$ cat src/rtl/islemci_cok_cevrim_if.sv
// Instruction-fetch bus between the multi-cycle core (master) and instruction memory (slave).
interface islemci_cok_cevrim_if #(
  parameter int unsigned XLEN = 32
);
  logic [31:0]     buyruk;
  logic            buyruk_gecerli;
  logic            buyruk_istek;
  logic [XLEN-1:0] ps;

  modport master (
    input  buyruk,
    input  buyruk_gecerli,
    output buyruk_istek,
    output ps
  );

  modport slave (
    output buyruk,
    output buyruk_gecerli,
    input  buyruk_istek,
    input  ps
  );
endinterface

$ cat src/rtl/islemci_cok_cevrim.sv
// Multi-cycle RV32I-subset core: fetch over a request/valid handshake, execute in one cycle,
// halt on illegal or misaligned instructions until reset.
module islemci_cok_cevrim #(
  parameter int unsigned     XLEN          = 32,
  parameter int unsigned     YAZMAC_SAYISI = 16,
  parameter int unsigned     IZLE_NO       = 10,
  parameter logic [XLEN-1:0] BASLANGIC_PS  = '0
) (
  input  logic                 saat,
  input  logic                 reset,
  islemci_cok_cevrim_if.master bus,
  output logic [XLEN-1:0]      yazmac_izle,
  output logic                 durdu,
  output logic [31:0]          emekli_sayac
);
  localparam int unsigned      SH_W     = $clog2(XLEN);
  localparam int unsigned      IDX_W    = (YAZMAC_SAYISI > 1) ? $clog2(YAZMAC_SAYISI) : 1;
  localparam logic [5:0]       SAYI     = 6'(YAZMAC_SAYISI);
  localparam logic [IDX_W-1:0] IZLE_IDX = IDX_W'(IZLE_NO);

  localparam logic [6:0] OpReg  = 7'h33;
  localparam logic [6:0] OpImm  = 7'h13;
  localparam logic [6:0] OpDal  = 7'h63;
  localparam logic [6:0] OpJal  = 7'h6F;
  localparam logic [6:0] OpJalr = 7'h67;

  typedef enum logic [1:0] {StGetir, StYurut, StDur} durum_e;

  durum_e          durum_q;
  logic [31:0]     ir_q;
  logic [XLEN-1:0] ps_q;
  logic [31:0]     sayac_q;
  logic [XLEN-1:0] regs_q [YAZMAC_SAYISI];

  logic [6:0] opcode, funct7;
  logic [4:0] rd, rs1, rs2;
  logic [2:0] funct3;
  logic       rd_ok, rs1_ok, rs2_ok;

  assign opcode = ir_q[6:0];
  assign rd     = ir_q[11:7];
  assign funct3 = ir_q[14:12];
  assign rs1    = ir_q[19:15];
  assign rs2    = ir_q[24:20];
  assign funct7 = ir_q[31:25];
  assign rd_ok  = {1'b0, rd} < SAYI;
  assign rs1_ok = {1'b0, rs1} < SAYI;
  assign rs2_ok = {1'b0, rs2} < SAYI;

  logic [XLEN-1:0] imm_i, imm_b, imm_j, rs1_val, rs2_val, ps_arti4, jalr_toplam;

  assign imm_i = {{(XLEN-12){ir_q[31]}}, ir_q[31:20]};
  assign imm_b = {{(XLEN-13){ir_q[31]}}, ir_q[31], ir_q[7], ir_q[30:25], ir_q[11:8], 1'b0};
  assign imm_j = {{(XLEN-21){ir_q[31]}}, ir_q[31], ir_q[19:12], ir_q[20], ir_q[30:21], 1'b0};

  // Out-of-range indices are already illegal; the truncated index only keeps the read in bounds.
  assign rs1_val = (rs1 == 5'd0 || !rs1_ok) ? '0 : regs_q[rs1[IDX_W-1:0]];
  assign rs2_val = (rs2 == 5'd0 || !rs2_ok) ? '0 : regs_q[rs2[IDX_W-1:0]];
  assign ps_arti4    = ps_q + XLEN'(4);
  assign jalr_toplam = rs1_val + imm_i;

  logic [XLEN-1:0] alu_b, alu_sonuc;
  logic [SH_W-1:0] shamt;

  assign alu_b = (opcode == OpReg) ? rs2_val : imm_i;
  assign shamt = alu_b[SH_W-1:0];

  always_comb begin
    alu_sonuc = '0;
    case (funct3)
      3'd0: alu_sonuc = (opcode == OpReg && funct7[5]) ? rs1_val - alu_b : rs1_val + alu_b;
      3'd1: alu_sonuc = rs1_val << shamt;
      3'd2: alu_sonuc = {{(XLEN-1){1'b0}}, $signed(rs1_val) < $signed(alu_b)};
      3'd3: alu_sonuc = {{(XLEN-1){1'b0}}, rs1_val < alu_b};
      3'd4: alu_sonuc = rs1_val ^ alu_b;
      3'd5: begin
        if (funct7[5]) alu_sonuc = $unsigned($signed(rs1_val) >>> shamt);
        else           alu_sonuc = rs1_val >> shamt;
      end
      3'd6: alu_sonuc = rs1_val | alu_b;
      default: alu_sonuc = rs1_val & alu_b;
    endcase
  end

  logic dal_al, dal_f3_ok;

  always_comb begin
    dal_al    = 1'b0;
    dal_f3_ok = 1'b1;
    case (funct3)
      3'd0: dal_al = rs1_val == rs2_val;
      3'd1: dal_al = rs1_val != rs2_val;
      3'd4: dal_al = $signed(rs1_val) < $signed(rs2_val);
      3'd5: dal_al = !($signed(rs1_val) < $signed(rs2_val));
      3'd6: dal_al = rs1_val < rs2_val;
      3'd7: dal_al = rs1_val >= rs2_val;
      default: dal_f3_ok = 1'b0;
    endcase
  end

  logic            yasal, yaz_en, ilerle;
  logic [XLEN-1:0] yaz_veri, yeni_ps;
  logic [6:0]      kaydir_izin;

  always_comb begin
    yasal    = 1'b0;
    yaz_en   = 1'b0;
    yaz_veri = ps_arti4;
    yeni_ps  = ps_arti4;
    // funct7 bits an immediate shift may set: shamt[5] on 64-bit, the arithmetic flag on srai.
    kaydir_izin = ((XLEN == 64) ? 7'b000_0001 : 7'b000_0000) |
                  ((funct3 == 3'd5) ? 7'b010_0000 : 7'b000_0000);
    case (opcode)
      OpReg: begin
        yasal    = rd_ok && rs1_ok && rs2_ok &&
                   (funct7 == 7'h00 ||
                    (funct7 == 7'h20 && (funct3 == 3'd0 || funct3 == 3'd5)));
        yaz_en   = 1'b1;
        yaz_veri = alu_sonuc;
      end
      OpImm: begin
        yasal    = rd_ok && rs1_ok &&
                   (funct3[1:0] != 2'b01 || (funct7 & ~kaydir_izin) == 7'h00);
        yaz_en   = 1'b1;
        yaz_veri = alu_sonuc;
      end
      OpDal: begin
        yasal = rs1_ok && rs2_ok && dal_f3_ok;
        if (dal_al) yeni_ps = ps_q + imm_b;
      end
      OpJal: begin
        yasal   = rd_ok;
        yaz_en  = 1'b1;
        yeni_ps = ps_q + imm_j;
      end
      OpJalr: begin
        yasal   = rd_ok && rs1_ok && (funct3 == 3'd0);
        yaz_en  = 1'b1;
        yeni_ps = {jalr_toplam[XLEN-1:1], 1'b0};
      end
      default: ;
    endcase
  end

  assign ilerle = yasal && (yeni_ps[1:0] == 2'b00);

  always_ff @(posedge saat or negedge reset) begin
    if (!reset) begin
      durum_q <= StGetir;
      ir_q    <= '0;
      ps_q    <= BASLANGIC_PS;
      sayac_q <= '0;
      for (int unsigned i = 0; i < YAZMAC_SAYISI; i++) regs_q[i] <= '0;
    end else begin
      case (durum_q)
        StGetir: begin
          if (bus.buyruk_gecerli) begin
            ir_q    <= bus.buyruk;
            durum_q <= StYurut;
          end
        end
        StYurut: begin
          if (ilerle) begin
            if (yaz_en && rd != 5'd0) regs_q[rd[IDX_W-1:0]] <= yaz_veri;
            ps_q    <= yeni_ps;
            sayac_q <= sayac_q + 32'd1;
            durum_q <= StGetir;
          end else begin
            durum_q <= StDur;
          end
        end
        default: durum_q <= StDur;
      endcase
    end
  end

  assign bus.buyruk_istek = reset && (durum_q == StGetir);
  assign bus.ps           = ps_q;
  assign durdu            = (durum_q == StDur);
  assign emekli_sayac     = sayac_q;
  assign yazmac_izle      = regs_q[IZLE_IDX];

endmodule

$ cat src/flat_wrapper.sv
// flat-port wrapper written by rule: the top's interface ports become plain ports
module islemci_cok_cevrim_flat 
#(
  parameter int unsigned     XLEN          = 32,
  parameter int unsigned     YAZMAC_SAYISI = 16,
  parameter int unsigned     IZLE_NO       = 10,
  parameter logic [XLEN-1:0] BASLANGIC_PS  = '0
)
  (saat, reset, yazmac_izle, durdu, emekli_sayac, bus_buyruk, bus_buyruk_gecerli, bus_buyruk_istek, bus_ps);
  islemci_cok_cevrim_if #(.XLEN(XLEN)) bus_i ();
  input  logic saat;
  input  logic reset;
  output logic [XLEN-1:0] yazmac_izle;
  output logic durdu;
  output logic [31:0] emekli_sayac;
  input wire logic [$bits(bus_i.buyruk)-1:0] bus_buyruk;
  input wire logic [$bits(bus_i.buyruk_gecerli)-1:0] bus_buyruk_gecerli;
  output wire logic [$bits(bus_i.buyruk_istek)-1:0] bus_buyruk_istek;
  output wire logic [$bits(bus_i.ps)-1:0] bus_ps;
  assign bus_i.buyruk = bus_buyruk;
  assign bus_i.buyruk_gecerli = bus_buyruk_gecerli;
  assign bus_buyruk_istek = bus_i.buyruk_istek;
  assign bus_ps = bus_i.ps;
  islemci_cok_cevrim #(.XLEN(XLEN), .YAZMAC_SAYISI(YAZMAC_SAYISI), .IZLE_NO(IZLE_NO), .BASLANGIC_PS(BASLANGIC_PS)) u_core (.saat(saat), .reset(reset), .bus(bus_i), .yazmac_izle(yazmac_izle), .durdu(durdu), .emekli_sayac(emekli_sayac));
endmodule
$ cat config.mk
export PLATFORM = sky130hd
export DESIGN_NAME = islemci_cok_cevrim_flat
export DESIGN_NICKNAME = d
export VERILOG_FILES = /design/src/rtl/islemci_cok_cevrim_if.sv /design/src/rtl/islemci_cok_cevrim.sv /design/src/flat_wrapper.sv
export SDC_FILE = /design/constraint.sdc
export NUM_CORES = 2
export LEC_CHECK = 0
export ABC_CLOCK_PERIOD_IN_PS = 8300
export CAP_MARGIN = 20
export CORE_MARGIN = 2
export CORE_UTILIZATION = 60
export CTS_BUF_LIST = sky130_fd_sc_hd__clkbuf_8
export DETAILED_ROUTE_END_ITERATION = 8
export PLACE_DENSITY = 0.75
export SLEW_MARGIN = 20
export SYNTH_ARGS = -nofsm -noshare
export SYNTH_HDL_FRONTEND = slang
export SYNTH_SLANG_ARGS = --single-unit
$ cat constraint.sdc
create_clock -name saat -period 8.3 [get_ports saat]
set_input_delay 2.49 -clock saat [delete_from_list [all_inputs] [get_ports saat]]
set_output_delay 2.49 -clock saat [all_outputs]
set_load 0.05 [all_outputs]
==> results.cfg <==
[outcome]
status = finished with violations
violations = DRC

[place]
dp_hpwl_mm = 143.4
gp_congestion = 1.110
place_inst = 5964
pre_cts_ws_ns = 1.349
portBuffers = 132

[run]
maxCapViolCount = 0

[floorplanning]
core_um2 = 77720
fp.dieH_um = 284.7
fp.dieArea_um2 = 81030
row_count = 102
die_x_um = 284.7
pin_count = 133
initial_core_util = 0.6081

[synth]
synth_top_area_frac = 0.3230
syn-cell-area_um2 = 47260
ys_top_cells_by_count = nand2_1 (713), dfrtp_1 (610), o21ai_0 (520)
ys_ff_latch = 610
yosysMostFrequentCell = nand2_1
avgSynthCellArea_um2 = 9.323
synthArstFlopShare = 1.000
ys.flop_type = dfrtp_1
synth_edf_count = 0
synth_area_leader_cell = dfrtp_1
syn_nets = 5313
yosysUniqueCellTypes = 112
netlist_instances = 5069
ys_top_cells_by_area = dfrtp_1 (32%), mux4_2 (11%), mux2i_1 (5.7%)
seq_area_frac_synth = 0.3230
yosys_warnings = 0

[clock_network]
ctsHoldBuffers = 0
cts_buffer_depth = 3
clk_latency_ns = 0.79
cts_tree = built
cts-root-buf = clkbuf_8
post_cts_buffers = 0
h-tree-depth = 3
cts-resized-gates = 0
cts.sinks = 610
cts_buffers = 99
clk_pin_slew_worst_paths_ns = 0.07

[grt]
grt_pass1_wl_mm = 295.3
grt.total_usage = 0.4956
overflow = 0
grt_start_max_net_pins = 155
grt_pass1_vias = 43620
antenna_found_initial = 5

[sta]
skew_ns = 0.07220
rsz0062_at_grt = no
timing.final.ws_setup_ns = 0.9878
period_needed_ns = 7.312
setup-tns-final_ns = 0
slew_viol_final = 0
fmax_mhz = 136.8
tightest_slew_ns = 1.222
max-slew-margin-rel = 0.1694
period_share = 0.8810
finalHoldViolations = 0
setup_violations = 0
hold_ws_ns = 0.3997

[worst_hold_path]
min_path_type = reg2reg
min_from = u_core.regs_q[511]

[critical_path]
path_cells = buf_12 > mux4_2 > mux2i_1 > nor2_1 > a31oi_2 > buf_4 > inv_1 > ha_1 > nor2b_1 > o211ai_1 > a21boi_0 > o31ai_1 > and3_1 > mux2_2 > o21ai_1 > a21oi_1 > and4b_1 > nand4bb_2 > buf_4 > mux2_2
critPathKind = reg2reg
cp_top_family = simple AND/OR/NAND/NOR gates
worst_path_max_delay_cell = dfrtp_4
endpoint_kind = flip-flop
critPathMaxStageDelay_ns = 0.84
path_max_fanout = 52
cp-start-kind = flip-flop
reg2reg_from = u_core.ir_q[15]
path_buf_inv = 4
r2r_setup_slack_ns = 0.99
critPathLaunch = u_core.ir_q[15]
arrival_ns = 7.96
worstPathRequired_ns = 8.95

[pwr]
p_leak_nw = 22.29
power.density_nw_per_um2 = 261.1
ir_drop_mv = 0.2382

[route]
wl_per_cell_um = 33.21
drtAntennaViolNets = 0
drtIter0Drc = 6821
drt-total-wl_mm = 204.1
first_pass_iters = 8
via_count = 45250
drc = 2
viasPerCell = 7.363

[cells_and_area]
finalNetCount = 5269
fin_cells = 6145
final_util = 0.6584
drive_gt1_frac = 0.1616
areaGrowthSynthToFinish_pct = 8.281
[per-stage QoR]
| stage | area, µm² | total power [W] |
|---|---|---|
| after floorplan | 47260 | 0.008018 |
| after global placement | 49180 | 0.01037 |
| after detailed placement | 49180 | 0.01036 |
| after CTS | 51150 | 0.01300 |
| after global routing | 51160 | 0.01370 |
| final | 51170 | 0.01336 |
[registers in the layout (all words and copies together), names as in the netlist]
register             cells
u_core.emekli_sayac     32
u_core.ir_q             32
u_core.bus.ps           32
u_core.regs_q          480
u_core.durum_q           2
u_core.yazmac_izle      32
[per-layer routing]
layer | GRT usage | vias to the layer above | routed length, µm | share of wire
met5 | 0 | - | 34 | 0.00017
li1 | - | 18560 | - | -
met1 | 0.6250 | 21960 | 71810 | 0.35
met4 | 0.3617 | 4 | 19080 | 0.093
met3 | 0.1562 | 985 | 27260 | 0.13
met2 | 0.7178 | 3741 | 85910 | 0.42
[cell usage in the layout, fill, tap and decap left out, types with 48 or more instances in the layout]
master           netlist  layout
a21oi_1              216     216
ha_1                 204     204
mux4_2               224     224
nor2_1               221     219
o21ai_1               94      92
clkbuf_8               0     119
clkdlybuf4s50_1        0     131
mux2_2               148     148
nand2b_1              48      48
nor3_1                60      58
mux2i_1              270     268
nand2_1              713     713
xnor2_1               87      87
xor2_1                55      55
a211oi_1              53      52
a31oi_1               50      50
buf_4                 52     169
a21o_1                60      60
o21ai_0              520     520
inv_1                137     175
o211ai_1              60      60
nand3_1               91      90
dfrtp_1              610     603
[final cells by class]
| cell class | instances | area (µm²) |
|---|---|---|
| multi-input cells | 3858 | 29250 |
| fillers | 6078 | 26550 |
| flip-flops and latches | 610 | 15290 |
| repair buffers | 312 | 2798 |
| clock buffers | 119 | 1638 |
| well taps | 1040 | 1301 |
| inverters | 144 | 550.5 |
| clock inverters | 56 | 327.8 |
| diodes | 6 | 15.01 |
[where the power goes]
group | internal (W) | switching (W)
clock network | 0.00132 | 0.00134
logic | 0.00236 | 0.00485
registers | 0.00305 | 0.000454
[final timing paths]
kind                                 endpoint  cells after the start
min                        u_core.regs_q[511]                      0
min reg2reg                u_core.regs_q[511]                      0
min in group asynchronous   u_core.bus.ps[12]                      1
max                        u_core.regs_q[360]                     20
max in group asynchronous  u_core.regs_q[395]                      3
max reg2reg                u_core.regs_q[360]                     20
[logic make-up (layout without fill, tap and decap cells)]
kind of cell    after synthesis  after routing  share of synthesized area
compound gates             1445           1445                     0.1954
xor+xnor                    142            142                    0.02632
fa+ha+maj                   209            209                    0.05613
buf+inv                     601            631                    0.06034
flops                       610            610                     0.3230
mux                         650            650                     0.2017
other cells                   0              6                          0
simple gates               1412           1412                     0.1371
Note: power is estimated with default switching activity, not from simulation.
